**src/rtl/axi_4lite_pkg.sv**
```systemverilog
// ---------------------------------------------------------------------------
// axi_4lite_pkg
// Shared definitions for the AXI4-Lite register slave:
//   - AXI response codes
//   - register count and register index width
//   - state encodings for the write and read handshake FSMs
// ---------------------------------------------------------------------------
package axi_4lite_pkg;

   localparam logic [1:0] RESP_OKAY   = 2'b00;
   localparam logic [1:0] RESP_SLVERR = 2'b10;

   localparam int NUM_REGS  = 4;
   localparam int REG_IDX_W = 2;

   // WR_ACCEPT is the single cycle in which awready/wready are driven high.
   typedef enum logic [1:0] {
      WR_IDLE   = 2'd0,
      WR_ACCEPT = 2'd1,
      WR_RESP   = 2'd2
   } wr_state_e;

   // RD_ACCEPT is the single cycle in which arready is driven high.
   typedef enum logic [1:0] {
      RD_IDLE   = 2'd0,
      RD_ACCEPT = 2'd1,
      RD_DATA   = 2'd2
   } rd_state_e;

endpackage

```
**src/rtl/axi_4lite_regfile.sv**
```systemverilog
// ---------------------------------------------------------------------------
// axi_4lite_regfile
// NUM_REGS x DW register storage with one byte-strobed write port and one
// combinational read port. Contents clear on reset.
// Ports:
//   clk, rst_n          clock, asynchronous active-low reset
//   wr_en               commit a write this cycle
//   wr_idx              register index to write
//   wr_data, wr_strb    write data and per-byte write enables
//   rd_idx              register index to read
//   rd_data             contents of register rd_idx (combinational)
// ---------------------------------------------------------------------------
module axi_4lite_regfile
   import axi_4lite_pkg::*;
#(
   parameter int DW = 32
) (
   input  logic                 clk,
   input  logic                 rst_n,
   input  logic                 wr_en,
   input  logic [REG_IDX_W-1:0] wr_idx,
   input  logic [DW-1:0]        wr_data,
   input  logic [DW/8-1:0]      wr_strb,
   input  logic [REG_IDX_W-1:0] rd_idx,
   output logic [DW-1:0]        rd_data
);

   localparam int NUM_BYTES = DW / 8;

   // Flattened view of all registers, used by the read mux.
   logic [NUM_REGS-1:0][DW-1:0] regs_all;

   genvar gi;
   generate
      for (gi = 0; gi < NUM_REGS; gi++) begin : g_reg
         logic [DW-1:0] reg_q;
         logic [DW-1:0] reg_d;

         always_comb begin
            reg_d = reg_q;
            if (wr_en && (wr_idx == REG_IDX_W'(gi))) begin
               for (int b = 0; b < NUM_BYTES; b++) begin
                  if (wr_strb[b]) begin
                     reg_d[b*8 +: 8] = wr_data[b*8 +: 8];
                  end
               end
            end
         end

         always_ff @(posedge clk or negedge rst_n) begin
            if (!rst_n) begin
               reg_q <= '0;
            end else begin
               reg_q <= reg_d;
            end
         end

         assign regs_all[gi] = reg_q;
      end
   endgenerate

   assign rd_data = regs_all[rd_idx];

endmodule

```
**src/rtl/axi_4lite.sv**
```systemverilog
// ---------------------------------------------------------------------------
// axi_4lite
// AXI4-Lite slave with four 32-bit read/write registers at byte offsets
// 0x0, 0x4, 0x8, 0xC (index = address bits [3:2]). Write and read channels
// run independently, one outstanding transaction each. Every access gets
// an OKAY response.
// Ports:
//   AXI_aclk, AXI_aresetn                  clock, async active-low reset
//   AXI_awaddr/awvalid/awready             write address channel
//   AXI_wdata/wstrb/wvalid/wready          write data channel
//   AXI_bresp/bvalid/bready                write response channel
//   AXI_areadaddr/arprotect/arvalid/arready read address channel
//   AXI_rdata/rresp/rvalid/rready          read data channel
// ---------------------------------------------------------------------------
module axi_4lite
   import axi_4lite_pkg::*;
#(
   parameter int AXI_Dwidth    = 32,
   parameter int AXI_Addrwidth = 4
) (
   input  logic                      AXI_aclk,
   input  logic                      AXI_aresetn,
   input  logic [AXI_Addrwidth-1:0]  AXI_awaddr,
   input  logic                      AXI_awvalid,
   output logic                      AXI_awready,
   input  logic [AXI_Dwidth-1:0]     AXI_wdata,
   input  logic [AXI_Dwidth/8-1:0]   AXI_wstrb,
   input  logic                      AXI_wvalid,
   output logic                      AXI_wready,
   output logic [1:0]                AXI_bresp,
   output logic                      AXI_bvalid,
   input  logic                      AXI_bready,
   input  logic [AXI_Addrwidth-1:0]  AXI_areadaddr,
   input  logic [2:0]                AXI_arprotect,
   input  logic                      AXI_arvalid,
   output logic                      AXI_arready,
   output logic [AXI_Dwidth-1:0]     AXI_rdata,
   output logic [1:0]                AXI_rresp,
   output logic                      AXI_rvalid,
   input  logic                      AXI_rready
);

   wr_state_e wr_state_q, wr_state_d;
   rd_state_e rd_state_q, rd_state_d;

   logic [AXI_Dwidth-1:0] rdata_q, rdata_d;
   logic                  wr_commit;
   logic [AXI_Dwidth-1:0] rf_rdata;

   // Byte-lane bits, address bits above the register index, and the
   // protection type carry no meaning for this slave.
   logic unused_ok;
   assign unused_ok = ^{AXI_arprotect, AXI_awaddr, AXI_areadaddr};

   axi_4lite_regfile #(
      .DW (AXI_Dwidth)
   ) u_regfile (
      .clk     (AXI_aclk),
      .rst_n   (AXI_aresetn),
      .wr_en   (wr_commit),
      .wr_idx  (AXI_awaddr[REG_IDX_W+1:2]),
      .wr_data (AXI_wdata),
      .wr_strb (AXI_wstrb),
      .rd_idx  (AXI_areadaddr[REG_IDX_W+1:2]),
      .rd_data (rf_rdata)
   );

   // ---------------- write channel ----------------
   // Address and data are only accepted together, so the FSM waits for
   // both valids before raising the two readies in the same cycle.
   always_comb begin
      wr_state_d = wr_state_q;
      wr_commit  = 1'b0;
      case (wr_state_q)
         WR_IDLE: begin
            if (AXI_awvalid && AXI_wvalid) begin
               wr_state_d = WR_ACCEPT;
            end
         end
         WR_ACCEPT: begin
            if (AXI_awvalid && AXI_wvalid) begin
               wr_commit  = 1'b1;
               wr_state_d = WR_RESP;
            end else begin
               // Master withdrew the request; drop back without writing.
               wr_state_d = WR_IDLE;
            end
         end
         WR_RESP: begin
            if (AXI_bready) begin
               wr_state_d = WR_IDLE;
            end
         end
         default: wr_state_d = WR_IDLE;
      endcase
   end

   always_ff @(posedge AXI_aclk or negedge AXI_aresetn) begin
      if (!AXI_aresetn) begin
         wr_state_q <= WR_IDLE;
      end else begin
         wr_state_q <= wr_state_d;
      end
   end

   assign AXI_awready = (wr_state_q == WR_ACCEPT);
   assign AXI_wready  = (wr_state_q == WR_ACCEPT);
   assign AXI_bvalid  = (wr_state_q == WR_RESP);
   assign AXI_bresp   = RESP_OKAY;

   // ---------------- read channel ----------------
   // Read data is sampled from the register file on the handshake edge, so
   // a write committing on that same edge is not yet visible.
   always_comb begin
      rd_state_d = rd_state_q;
      rdata_d    = rdata_q;
      case (rd_state_q)
         RD_IDLE: begin
            if (AXI_arvalid) begin
               rd_state_d = RD_ACCEPT;
            end
         end
         RD_ACCEPT: begin
            if (AXI_arvalid) begin
               rdata_d    = rf_rdata;
               rd_state_d = RD_DATA;
            end else begin
               rd_state_d = RD_IDLE;
            end
         end
         RD_DATA: begin
            if (AXI_rready) begin
               rd_state_d = RD_IDLE;
            end
         end
         default: rd_state_d = RD_IDLE;
      endcase
   end

   always_ff @(posedge AXI_aclk or negedge AXI_aresetn) begin
      if (!AXI_aresetn) begin
         rd_state_q <= RD_IDLE;
         rdata_q    <= '0;
      end else begin
         rd_state_q <= rd_state_d;
         rdata_q    <= rdata_d;
      end
   end

   assign AXI_arready = (rd_state_q == RD_ACCEPT);
   assign AXI_rvalid  = (rd_state_q == RD_DATA);
   assign AXI_rdata   = rdata_q;
   assign AXI_rresp   = RESP_OKAY;

endmodule

```
**config.mk**
```make
export PLATFORM = sky130hd
export DESIGN_NAME = axi_4lite
export DESIGN_NICKNAME = d
export VERILOG_FILES = /design/src/rtl/axi_4lite_pkg.sv /design/src/rtl/axi_4lite_regfile.sv /design/src/rtl/axi_4lite.sv
export SDC_FILE = /design/constraint.sdc
export NUM_CORES = 1
export LEC_CHECK = 0
export ABC_AREA = 1
export BUFFER_PORTS_ARGS = -buffer_cell sky130_fd_sc_hd__buf_4
export CELL_PAD_IN_SITES_DETAIL_PLACEMENT = 1
export CELL_PAD_IN_SITES_GLOBAL_PLACEMENT = 2
export CORE_MARGIN = 1
export CORE_UTILIZATION = 34
export DETAILED_ROUTE_END_ITERATION = 12
export HOLD_SLACK_MARGIN = 0.06
export PLACE_DENSITY_LB_ADDON = 0.3
export RECOVER_POWER = 100
export SYNTH_ARGS = -nofsm -noshare
export SYNTH_HDL_FRONTEND = slang
export SYNTH_HIERARCHICAL = 1
export SYNTH_SLANG_ARGS = --single-unit
export TNS_END_PERCENT = 30
```
**constraint.sdc**
```tcl
create_clock -name AXI_aclk -period 1.85 [get_ports AXI_aclk]
set_input_delay 0.37 -clock AXI_aclk [delete_from_list [all_inputs] [get_ports AXI_aclk]]
set_output_delay 0.37 -clock AXI_aclk [all_outputs]
set_load 0.03 [all_outputs]
```
==> impl_results.rst, run 1 <==
.. list-table::
   :header-rows: 1

   * - Metric
     - Value
   * - Run status
     - finished clean
   * - Standby leakage power
     - 5.107 nW
   * - Number of failing hold endpoints at the final stage
     - 0
   * - Width of the chip
     - 156.3 um
   * - Power density over the cells
     - 1019 mW/mm2
   * - R2r worst-path depth
     - 8
   * - Via count of the first global-routing pass
     - 7398
   * - Overflow after GRT
     - 0
   * - Synth Area per Inst
     - 7.671 um2
   * - Top fanout value on the critical path
     - 3
   * - Flop and latch count out of synthesis
     - roughly 160
   * - Total Routed Length
     - 25000 um
   * - Post-Place Cell Area
     - between 0.009 and 0.01 mm2
   * - Final number of setup-violating endpoints
     - 0
   * - Routed via count
     - approximately 7300
   * - Buffer cell driving the clock tree root
     - sky130_fd_sc_hd__clkbuf_16
   * - Inserted Diodes
     - 0
   * - Clock slew at the register clock pins of the worst setup and hold paths
     - 0.07 ns
   * - Max Root-Sink Buffers
     - 2
   * - Core outline area
     - 0.02340 mm2
   * - Tightest Pin Transition
     - 1.032 ns
   * - Number of buffers created by CTS
     - 17
   * - Routed length per placed instance
     - 17.05 um
   * - Largest net degree at the start of global routing
     - 50
   * - Post-synthesis cell area
     - 0.008093 mm2
   * - Number of max-cap violations
     - 0
   * - Placement row count
     - 56
   * - Initial antenna violation count
     - 0
   * - Avg Vias per Cell
     - 4.956
   * - Area of the die
     - around 0.024 mm2
   * - Total half-perimeter wirelength after legalization and detailed placement
     - 16320 um
   * - Worst slew slack as a fraction of its limit
     - 31.21%
   * - Ports placed on the boundary
     - 95
   * - Detailed-routing iteration count for the pre-antenna-repair pass
     - 4
   * - Skew-Pair Late Insertion Delay
     - 0.43 ns
   * - Layout overhead on the synthesized area
     - 18.60%
   * - Worst Setup EP
     - AXI_wready
   * - Setup clock skew after layout
     - 0.009554 ns
   * - Arrival time reported for the critical path endpoint
     - 1.30 ns
   * - Count of antenna-violating nets left after detailed routing
     - 0
   * - Final #Nets
     - 1191
   * - Iteration-0 DRC Markers
     - 445
   * - Share of synthesized area occupied by flip-flops and latches
     - 50.71%
   * - Worst setup path class
     - reg -> out
   * - H-tree levels
     - 4
   * - Largest vdd supply drop
     - between 400 and 500 uV
   * - Global-route wire length before repair
     - 40540 um
   * - Pins Over Slew Limit
     - 0
   * - Min cycle time layout
     - about 1.7 ns
   * - Initial Util
     - 34.58%
   * - Layout Cell Area excl Fill
     - 0.009598 mm2
   * - Period Utilization, post-route
     - 90.09%
   * - Port Buffers
     - 83
   * - Setup_tns
     - 0 ns
   * - Number of distinct library cells after synthesis
     - 16
   * - Global-route total usage across every layer
     - roughly 22%
   * - Final weighted congestion of routability-driven global placement
     - 0.7550
   * - RSZ-0062 raised after global routing
     - no
   * - Synthesized instance count
     - 1055
   * - Achievable clock frequency
     - 600.0 MHz
   * - Vert. Die Dim
     - 156.3 um
   * - Warnings from Yosys
     - 6
   * - Total DRC errors in the routed layout
     - 0
   * - Worst endpoint required time
     - 1.48 ns
   * - Worst setup EP type
     - primary output
   * - Hold crit path type
     - in -> reg
   * - Flop2flop setup slack
     - ~0.19 ns
   * - CTS tree
     - done
   * - Worst flop-to-flop path endpoint
     - u_regfile/g_reg[1].reg_q[2]$_DFFE_PN0P_
   * - R2R Path Start
     - wr_state_q[1]$_DFFE_PN0P_
   * - Critical path launch point
     - wr_state_q[1]$_DFFE_PN0P_
   * - Layout cell share with drive strength beyond 1
     - 12.12%
   * - TritonCTS Sinks
     - roughly 160
   * - Kind of start point of the critical path
     - flop
worst min-delay path by stage:
stage	from	to	slack, ns	cells after the start
after floorplan	AXI_aresetn	AXI_rdata[0]$_DFFE_PN0P_	0.07	0
after global placement	AXI_aresetn	u_regfile/g_reg[3].reg_q[19]$_DFFE_PN0P_	0.31	1
after detailed placement	AXI_aresetn	u_regfile/g_reg[3].reg_q[19]$_DFFE_PN0P_	0.32	1
after CTS	AXI_rready	rd_state_q[1]$_DFFE_PN0P_	0.13	2
after global routing	AXI_rready	rd_state_q[1]$_DFFE_PN0P_	0.13	2
final	AXI_rready	rd_state_q[1]$_DFFE_PN0P_	0.15	2
stage by stage:
stage / std cells / power [mW] / hold WS (ns) / worst slack (ns) / util, %
3_5_place_dp: 1434 / 6.660 / 0.3152 / 0.1451 / 39.33
6_report: 1466 / 9.781 / 0.1451 / 0.1834 / 41.01
5_1_grt: 1466 / 10.32 / 0.1290 / 0.006182 / 41.01
3_3_place_gp: 1434 / 6.607 / 0.3108 / 0.1688 / 39.33
4_1_cts: 1464 / 10.10 / 0.1266 / 0.1263 / 41.72
2_1_floorplan: 1058 / 5.779 / 0.07441 / 0.4431 / -
layer usage:
metal / vias to the layer above / wire length, um / track usage [%]
met5: - / 0 / 0
li1: 3569 / - / -
met2: 116 / 11970 / 36.03
met1: 3562 / 12000 / 29.35
met3: 19 / 744 / 2.991
met4: 0 / 282 / 6.116
kinds of logic after synthesis:
kind of cell,Yosys count,synth area share (%)
AOI/OAI and AO/OA,35,3.154
buffers and inverters,153,8.565
DFF,164,50.71
other,1,0.04634
and+or+nand+nor,702,37.52
Yosys cell counts:
master	n	area share, %
sky130_fd_sc_hd__inv_2	2	0.093
sky130_fd_sc_hd__nand4_1	108	8.3
sky130_fd_sc_hd__nand2_1	453	21
sky130_fd_sc_hd__buf_2	38	2.4
sky130_fd_sc_hd__clkbuf_1	21	0.97
sky130_fd_sc_hd__nand3_1	69	4.3
sky130_fd_sc_hd__buf_4	19	1.8
sky130_fd_sc_hd__nor3_1	1	0.062
sky130_fd_sc_hd__conb_1	1	0.046
sky130_fd_sc_hd__inv_1	73	3.4
sky130_fd_sc_hd__o211ai_1	32	3.0
sky130_fd_sc_hd__nor2_4	4	0.56
sky130_fd_sc_hd__dfrtp_1	164	51
sky130_fd_sc_hd__nor2_1	66	3.1
sky130_fd_sc_hd__nand3_4	1	0.22
sky130_fd_sc_hd__o21ai_0	3	0.19
cells in the final DEF (no fill, tap or decap):
cell type / Yosys / routed
sky130_fd_sc_hd__nor2_1: 66 / 66
sky130_fd_sc_hd__conb_1: 1 / 4
sky130_fd_sc_hd__clkbuf_4: 0 / 3
sky130_fd_sc_hd__dlygate4sd3_1: 0 / 1
sky130_fd_sc_hd__clkinv_2: 0 / 1
sky130_fd_sc_hd__bufinv_16: 0 / 1
sky130_fd_sc_hd__nand3_2: 0 / 1
sky130_fd_sc_hd__clkbuf_8: 0 / 3
sky130_fd_sc_hd__nand3_1: 69 / 68
sky130_fd_sc_hd__clkbuf_16: 0 / 17
sky130_fd_sc_hd__inv_1: 73 / 73
sky130_fd_sc_hd__nand2_1: 453 / 453
sky130_fd_sc_hd__nor3_1: 1 / 1
sky130_fd_sc_hd__clkbuf_1: 21 / 35
sky130_fd_sc_hd__o211ai_1: 32 / 32
sky130_fd_sc_hd__nor2_4: 4 / 4
sky130_fd_sc_hd__nand3_4: 1 / 1
sky130_fd_sc_hd__o21ai_0: 3 / 3
sky130_fd_sc_hd__buf_4: 19 / 88
sky130_fd_sc_hd__clkbuf_2: 0 / 5
sky130_fd_sc_hd__dfrtp_1: 164 / 164
sky130_fd_sc_hd__buf_6: 0 / 4
sky130_fd_sc_hd__buf_12: 0 / 3
sky130_fd_sc_hd__nand4_1: 108 / 108
sky130_fd_sc_hd__clkinvlp_4: 0 / 6
sky130_fd_sc_hd__inv_2: 2 / 2
where the power goes:
part / internal, mW / leakage (nW) / switching, mW
sequential: 4.13 / 2.20 / 0.291
combinational: 0.563 / 2.66 / 1.40
clock: 1.93 / 0.251 / 1.46
total: 6.63 / 5.11 / 3.15
final cells by class:
cell class,instances,area [um2]
Tap cell,319,399.1
Fill cell,2920,13800
Sequential cell,164,4104
Multi-Input combinational cell,741,3312
Clock inverter,8,80.08
Inverter,75,281.5
Clock buffer,21,470.5
Timing Repair Buffer,138,950.9
sequential cells by signal (all words and copies together), names as in the netlist:
name               count
u_regfile/g.reg_q    128
rd_state_q             2
AXI_rdata             32
wr_state_q             2
critical path: stages, from the launching register on:
cell and delay (ns):
sky130_fd_sc_hd__dfrtp_1 0.40, sky130_fd_sc_hd__inv_1 0.08, sky130_fd_sc_hd__nand2_1 0.11, sky130_fd_sc_hd__inv_1 0.09, sky130_fd_sc_hd__clkbuf_2 0.20
repair_timing:
item | in CTS | in global routing
hold buffers | 1 | 0
endpoints found under the hold margin | 31 | 0
buffers inserted | 0 | 2
setup endpoints to repair | 0 | 31
resized for setup | 0 | 2
No activity file was read; power rests on OpenSTA's default activity.
==> inputs of run 2 (changes only) <==
--- a/config.mk
+++ b/config.mk
@@ -8,3 +8,2 @@
 export ABC_AREA = 1
-export BUFFER_PORTS_ARGS = -buffer_cell sky130_fd_sc_hd__buf_4
 export CELL_PAD_IN_SITES_DETAIL_PLACEMENT = 1
@@ -12,4 +11,5 @@
 export CORE_MARGIN = 1
-export CORE_UTILIZATION = 34
+export CORE_UTILIZATION = 37
 export DETAILED_ROUTE_END_ITERATION = 12
+export DONT_BUFFER_PORTS = 1
 export HOLD_SLACK_MARGIN = 0.06
@@ -17,2 +17,3 @@
 export RECOVER_POWER = 100
+export SLEW_MARGIN = 15
 export SYNTH_ARGS = -nofsm -noshare
--- a/constraint.sdc
+++ b/constraint.sdc
@@ -3,2 +3,2 @@
 set_output_delay 0.37 -clock AXI_aclk [all_outputs]
-set_load 0.03 [all_outputs]
+set_load 0.1 [all_outputs]
==> impl_results.rst, run 2 (synthesized netlist as in run 1, its figures left out) <==
.. list-table::
   :header-rows: 1

   * - Metric
     - Value
   * - Standby leakage power
     - 4.925 nW
   * - Max Root-Sink Buffers
     - 2
   * - Skew-Pair Late Insertion Delay
     - 0.42 ns
   * - Worst endpoint required time
     - 1.48 ns
   * - Flop2flop setup slack
     - 0.15 ns
   * - Number of buffers created by CTS
     - 17
   * - Arrival time reported for the critical path endpoint
     - roughly 1.4 ns
   * - Layout cell share with drive strength beyond 1
     - approximately a tenth
   * - Routed via count
     - 7068
   * - Achievable clock frequency
     - 570.1 MHz
   * - Width of the chip
     - ~150 um
   * - Final total power
     - around 11 mW
   * - Final weighted congestion of routability-driven global placement
     - 0.7502
   * - Most frequent cells in the layout
     - sky130_fd_sc_hd__nand2_1, sky130_fd_sc_hd__dfrtp_1, sky130_fd_sc_hd__nand4_1
   * - Pins Over Slew Limit
     - 0
   * - Total Routed Length
     - 23890 um
   * - Core outline area
     - between 0.02 and 0.025 mm2
   * - Initial Util
     - 38.14%
   * - # placed instances
     - 1324
   * - TritonCTS Sinks
     - about 160
   * - Max FFs per register
     - 128
   * - Overflow after GRT
     - 0
   * - Run status
     - finished with violations
   * - Power density over the cells
     - 1190 mW/mm2
   * - Avg Vias per Cell
     - 5.212
   * - Iteration-0 DRC Markers
     - 417
   * - Worst Setup EP
     - AXI_awready
   * - Worst slew slack as a fraction of its limit
     - 59.73%
   * - CTS tree
     - done
   * - Global-route wire length before repair
     - about 39000 um
   * - R2r worst-path depth
     - 8
   * - Top fanout value on the critical path
     - 3
   * - Total DRC errors in the routed layout
     - 0
   * - Critical path launch point
     - wr_state_q[1]$_DFFE_PN0P_
   * - Setup clock skew after layout
     - ~0.009 ns
   * - Fill cell count
     - 2623
   * - Port Buffers
     - 0
   * - Sequential cell area
     - 0.004104 mm2
   * - Count of antenna-violating nets left after detailed routing
     - 0
   * - Postcts setup bufs
     - 0
   * - Worst setup path class
     - reg -> out
   * - RSZ-0062 raised after global routing
     - no
   * - Largest net degree at the start of global routing
     - 165
   * - Placement Setup Slack
     - around 0.15 ns
   * - Ports placed on the boundary
     - 95
   * - Detailed-routing iteration count for the pre-antenna-repair pass
     - 4
   * - Violations in the final reports
     - hold timing
   * - Initial antenna violation count
     - 0
   * - Largest vdd supply drop
     - 618.0 uV
   * - Hold crit path type
     - in -> async
   * - Placement row count
     - 53
   * - Total area of multi-input combinational cells
     - between 0.003 and 0.004 mm2
   * - Routed length per placed instance
     - 17.62 um
   * - R2R Path Start
     - wr_state_q[1]$_DFFE_PN0P_
   * - Clock slew at the register clock pins of the worst setup and hold paths
     - 0.06 ns
   * - Period Utilization, post-route
     - a little over nine tenths
   * - Worst flop-to-flop path endpoint
     - u_regfile/g_reg[1].reg_q[15]$_DFFE_PN0P_
   * - Register with the most flip-flops
     - u_regfile/g.reg_q
   * - Worst setup EP type
     - primary output
   * - Layout overhead on the synthesized area
     - 13.27%
   * - Min cycle time layout
     - 1.754 ns
   * - Final number of setup-violating endpoints
     - 0
   * - Final-layout worst hold slack
     - -0.3543 ns
   * - Total half-perimeter wirelength after legalization and detailed placement
     - 14500 um
   * - Leading cell type in the layout, fill and taps excluded
     - sky130_fd_sc_hd__nand2_1
   * - Via count of the first global-routing pass
     - 7179
   * - Number of max-cap violations
     - 0
   * - Global-route total usage across every layer
     - 22.84%
   * - Final #Nets
     - 1124
   * - Kind of start point of the critical path
     - flop
   * - Final cell count without fillers
     - ~1400
   * - H-tree levels
     - 4
   * - Area of the die
     - 0.02247 mm2
   * - Tightest Pin Transition
     - around 0.60 ns
   * - Number of failing hold endpoints at the final stage
     - between 150 and 200
   * - Post-CTS Hold Buffers
     - 2
   * - Post-layout worst setup margin
     - 0.09604 ns
   * - Buffer cell driving the clock tree root
     - sky130_fd_sc_hd__clkbuf_16
   * - Vert. Die Dim
     - 149.9 um
   * - Inserted Diodes
     - 0
[run 2: power by group]
group | switching, mW | internal [mW]
logic | 2.33 | 0.524
clock network | 1.44 | 2.22
registers | 0.259 | 4.13
[run 2: final cells by class]
type	instances	share of cell area, %
Clock buffer	22	5.173
Clock inverter	8	1.379
Sequential cell	164	44.77
Timing Repair Buffer	71	5.556
Inverter	75	3.071
Multi-Input combinational cell	741	36.30
Tap cell	275	3.754
[run 2: worst max-delay path, stage by stage, from the launching register on]
cell                      delay (ns)
sky130_fd_sc_hd__dfrtp_1        0.40
sky130_fd_sc_hd__inv_1          0.09
sky130_fd_sc_hd__nand2_1        0.12
sky130_fd_sc_hd__inv_2          0.10
sky130_fd_sc_hd__buf_12         0.24
[run 2: how the worst min path moves through the flow]
stage,startpoint,cells past startpoint,to
CTS,AXI_aresetn,0,AXI_rdata[11]$_DFFE_PN0P_
floorplan,AXI_aresetn,0,AXI_rdata[0]$_DFFE_PN0P_
global route,AXI_aresetn,0,AXI_rdata[20]$_DFFE_PN0P_
global placement,AXI_aresetn,0,u_regfile/g_reg[3].reg_q[20]$_DFFE_PN0P_
detailed placement,AXI_aresetn,0,u_regfile/g_reg[3].reg_q[20]$_DFFE_PN0P_
finish,AXI_aresetn,0,AXI_rdata[20]$_DFFE_PN0P_
[run 2: metal layers]
layer / global-route usage (%) / wire length [um] / vias to the layer above
met5: 0 / 0 / -
met4: 6.212 / 319 / 0
met3: 3.933 / 918 / 27
met2: 38.06 / 11350 / 127
met1: 30.47 / 11300 / 3489
li1: - / - / 3425
[run 2: timing repair]
action                                  CTS  global route
resized for setup                         0             3
endpoints found under the hold margin   166           164
endpoints found under the setup margin    0            10
[run 2: metrics by stage]
stage	instance area, um2	setup TNS [ns]	utilization [%]
after global placement	8667	0	40.84
after global routing	9166	0	43.20
after detailed placement	8667	0	40.84
after CTS	9288	0	43.77
after floorplan	8107	-0.2251	-
final	9166	0	43.20
==> inputs of run 3 (changes only) <==
- ABC_AREA: 1 -> unset
- CORE_UTILIZATION: 37 -> 38
==> impl_results.rst, run 3 <==
.. list-table::
   :header-rows: 1

   * - Metric
     - Value
   * - Share of the synthesized area in the top cell type
     - 55.89%
   * - Post-CTS Hold Buffers
     - 3
   * - Final weighted congestion of routability-driven global placement
     - 0.6496
   * - Max FFs per register
     - ~130
   * - Global-route total usage across every layer
     - 16.14%
   * - Global-route wire length before repair
     - 23660 um
   * - Final-layout worst hold slack
     - -0.3603 ns
   * - Layout cell share with drive strength beyond 1
     - between 50% and 60%
   * - Post-layout worst setup margin
     - 0.08004 ns
   * - Combinational share of power
     - 8.6%
   * - Port Buffers
     - 0
   * - Overflow after GRT
     - 0
   * - Buffer cell driving the clock tree root
     - sky130_fd_sc_hd__clkbuf_16
   * - Worst flop-to-flop path endpoint
     - u_regfile/g_reg[0].reg_q[31]$_DFFE_PN0P_
   * - Internal power
     - 6.635 mW
   * - Fraction of registers with async set or reset after synthesis
     - 100.0%
   * - Setup clock skew after layout
     - roughly 0.0078 ns
   * - Largest vdd supply drop
     - between 500 and 600 uV
   * - Violations in the final reports
     - hold timing
   * - Period Utilization, post-route
     - 95.67%
   * - Run status
     - finished with violations
   * - Final number of setup-violating endpoints
     - 0
   * - CTS tree
     - done
   * - Kind of start point of the critical path
     - flop
   * - Flop and latch count out of synthesis
     - 164
   * - Total half-perimeter wirelength after legalization and detailed placement
     - 8882 um
   * - Leading cell types by count after synthesis
     - sky130_fd_sc_hd__dfrtp_1, sky130_fd_sc_hd__mux2_2, sky130_fd_sc_hd__mux4_2
   * - Skew-Pair Late Insertion Delay
     - 0.42 ns
   * - Routed via count
     - 3614
   * - Power density over the cells
     - ~1200 mW/mm2
   * - Total Routed Length
     - 14610 um
   * - Clock share of power
     - a little over a third
   * - Pins Over Slew Limit
     - 0
   * - Number of max-cap violations
     - 0
   * - Share of synthesized area occupied by flip-flops and latches
     - 55.89%
   * - Count of antenna-violating nets left after detailed routing
     - 0
   * - Iteration-0 DRC Markers
     - 66
   * - Width of the chip
     - 141.0 um
   * - Most used flip-flop cell after synthesis
     - sky130_fd_sc_hd__dfrtp_1
   * - Largest net degree at the start of global routing
     - 165
   * - Inserted Diodes
     - 0
   * - H-tree levels
     - 4
   * - Flop2flop setup slack
     - 0.08 ns
   * - Most frequent cells in the layout
     - sky130_fd_sc_hd__dfrtp_1, sky130_fd_sc_hd__mux2_2, sky130_fd_sc_hd__mux4_2
   * - Dominant cell type by area after synthesis
     - sky130_fd_sc_hd__dfrtp_1
   * - RSZ-0062 raised after global routing
     - no
   * - Leading cell type in the layout, fill and taps excluded
     - sky130_fd_sc_hd__dfrtp_1
   * - Most instantiated library cell after synthesis
     - sky130_fd_sc_hd__dfrtp_1
   * - Layout overhead on the synthesized area
     - 11.19%
   * - Register with the most flip-flops
     - u_regfile/g.reg_q
   * - Top post-synthesis cells by area
     - sky130_fd_sc_hd__dfrtp_1, sky130_fd_sc_hd__mux2_2, sky130_fd_sc_hd__mux4_2, sky130_fd_sc_hd__mux2_4, sky130_fd_sc_hd__nand4b_4
   * - Ports placed on the boundary
     - 95
   * - Standby leakage power
     - 3.944 nW
   * - Clock slew at the register clock pins of the worst setup and hold paths
     - about 0.070 ns
   * - R2R Path Start
     - wr_state_q[1]$_DFFE_PN0P_
   * - Max Root-Sink Buffers
     - 2
   * - Number of failing hold endpoints at the final stage
     - 164
   * - TritonCTS Sinks
     - 164
   * - Total DRC errors in the routed layout
     - 0
   * - Worst setup EP type
     - flop
   * - Synthesized instance count
     - 409
   * - Avg Vias per Cell
     - 5.178
   * - Via count of the first global-routing pass
     - approximately 4200
   * - Top fanout value on the critical path
     - 10
   * - Net switching component of the power
     - 3.299 mW
   * - Worst endpoint required time
     - 2.16 ns
   * - Number of buffers created by CTS
     - 17
   * - Worst setup path class
     - reg -> reg
   * - Vert. Die Dim
     - 141.0 um
   * - R2r worst-path depth
     - 6
   * - Warnings from Yosys
     - 6
   * - Hold crit path type
     - in -> async
   * - Core outline area
     - ~0.019 mm2
   * - Switching Share
     - 33.21%
   * - Achievable clock frequency
     - 565.0 MHz
   * - Initial antenna violation count
     - 0
   * - Part of the power in registers
     - between 50 and 60%
   * - Routed length per placed instance
     - between 20 and 25 um
   * - Final total power
     - just under 10 mW
   * - Area of the die
     - 0.01988 mm2
   * - Tightest Pin Transition
     - 0.9520 ns
   * - Synth Area per Inst
     - 17.95 um2
   * - Placement Setup Slack
     - 0.04867 ns
   * - Min cycle time layout
     - 1.770 ns
   * - Final #Nets
     - 479
   * - Arrival time reported for the critical path endpoint
     - 2.08 ns
   * - Initial Util
     - 39.00%
   * - Post-synth EDFFs
     - 0
   * - Number of distinct library cells after synthesis
     - 23
   * - Placement row count
     - 50
   * - Post-synthesis cell area
     - 0.007343 mm2
   * - Detailed-routing iteration count for the pre-antenna-repair pass
     - 3
   * - Worst slew slack as a fraction of its limit
     - 36.54%
## run 3: cell count changes after synthesis, moves of 37 or more
cell / previous run / this run
sky130_fd_sc_hd__nor2_1: 66 / 0
sky130_fd_sc_hd__nand2_1: 453 / 1
sky130_fd_sc_hd__nand3_1: 69 / 0
sky130_fd_sc_hd__buf_2: 38 / 1
sky130_fd_sc_hd__inv_1: 73 / 2
sky130_fd_sc_hd__nand4_1: 108 / 0
sky130_fd_sc_hd__mux2_2: 0 / 131
## run 3: routing by layer
metal,GRT usage (%),part of all wire (%),vias to the layer above
met5,0,0,-
met4,6.178,1.6,0
met1,18.95,40,1951
li1,-,-,1576
met3,5.808,6.1,18
met2,27.08,52,69
## run 3: final cells by class
| cell class | instances | area [um2] |
|---|---|---|
| clock buffers | 21 | 450.4 |
| clock inverters | 11 | 127.6 |
| fillers | 1848 | 10670 |
| inverters | 2 | 7.507 |
| multi-input cells | 223 | 2949 |
| flip-flops and latches | 164 | 4104 |
| well taps | 260 | 325.3 |
| repair buffers | 17 | 201.4 |
## run 3: cells by family (layout without fill, tap and decap cells)
| logic type | Yosys count | count (layout) | share of synthesized area [%] |
|---|---|---|---|
| multiplexers | 192 | 192 | 35.83 |
| flip-flops | 164 | 164 | 55.89 |
| buffers and inverters | 25 | 51 | 2.675 |
| AND/OR/NAND/NOR | 25 | 25 | 5.350 |
| other | 1 | 4 | 0.05107 |
| AO/OA/AOI/OAI | 2 | 2 | 0.2044 |
## run 3: timing repair
| action | CTS | global route |
|---|---|---|
| hold endpoints to repair | 166 | 164 |
| setup buffers | 0 | 0 |
| setup endpoints to repair | 2 | 68 |
| gates resized for setup | 1 | 1 |
| pin swaps | 0 | 3 |
## run 3: through the flow
step | instances | hold slack, ns | utilization (%) | setup TNS, ns | cell area (um2)
after floorplan | 412 | 0.07441 | - | -28.28 | 7365
after global placement | 663 | 0.07952 | 40.80 | 0 | 7684
after detailed placement | 663 | 0.07934 | 40.80 | 0 | 7684
after CTS | 698 | -0.3901 | 44.05 | 0 | 8295
after global routing | 698 | -0.3908 | 43.36 | 0 | 8165
final | 698 | -0.3603 | 43.36 | 0 | 8165
## run 3: critical path, stage by stage, from the launching register on
cell and delay (ns):
sky130_fd_sc_hd__dfrtp_1 0.42, sky130_fd_sc_hd__nor2b_4 0.15, sky130_fd_sc_hd__and3_4 0.21, sky130_fd_sc_hd__buf_12 0.13
sky130_fd_sc_hd__and4bb_2 0.29, sky130_fd_sc_hd__buf_12 0.13, sky130_fd_sc_hd__mux2_2 0.32
## run 3: power groups by stage
stage | Sequential, mW | Clock, mW | Combinational, mW
6_report | 5.59 | 3.49 | 0.858
5_1_grt | 5.66 | 3.73 | 0.928
4_1_cts | 5.60 | 3.61 | 1.02
3_5_place_dp | 5.67 | 0 | 1.01
3_3_place_gp | 5.63 | 0 | 0.976
2_1_floorplan | 5.56 | 0 | 0.965
## run 3: how the worst max path moves through the flow
stage | from | to | slack (ns) | cells after the start
finish | wr_state_q[1]$_DFFE_PN0P_ | u_regfile/g_reg[0].reg_q[31]$_DFFE_PN0P_ | 0.08 | 6
global route | wr_state_q[0]$_DFFE_PN0P_ | u_regfile/g_reg[2].reg_q[0]$_DFFE_PN0P_ | 0.01 | 6
CTS | wr_state_q[1]$_DFFE_PN0P_ | u_regfile/g_reg[2].reg_q[0]$_DFFE_PN0P_ | 0.02 | 6
detailed placement | wr_state_q[1]$_DFFE_PN0P_ | u_regfile/g_reg[2].reg_q[23]$_DFFE_PN0P_ | 0.05 | 6
global placement | wr_state_q[1]$_DFFE_PN0P_ | u_regfile/g_reg[0].reg_q[27]$_DFFE_PN0P_ | 0.08 | 6
floorplan | rd_state_q[0]$_DFFE_PN0P_ | AXI_arready | -0.28 | 1
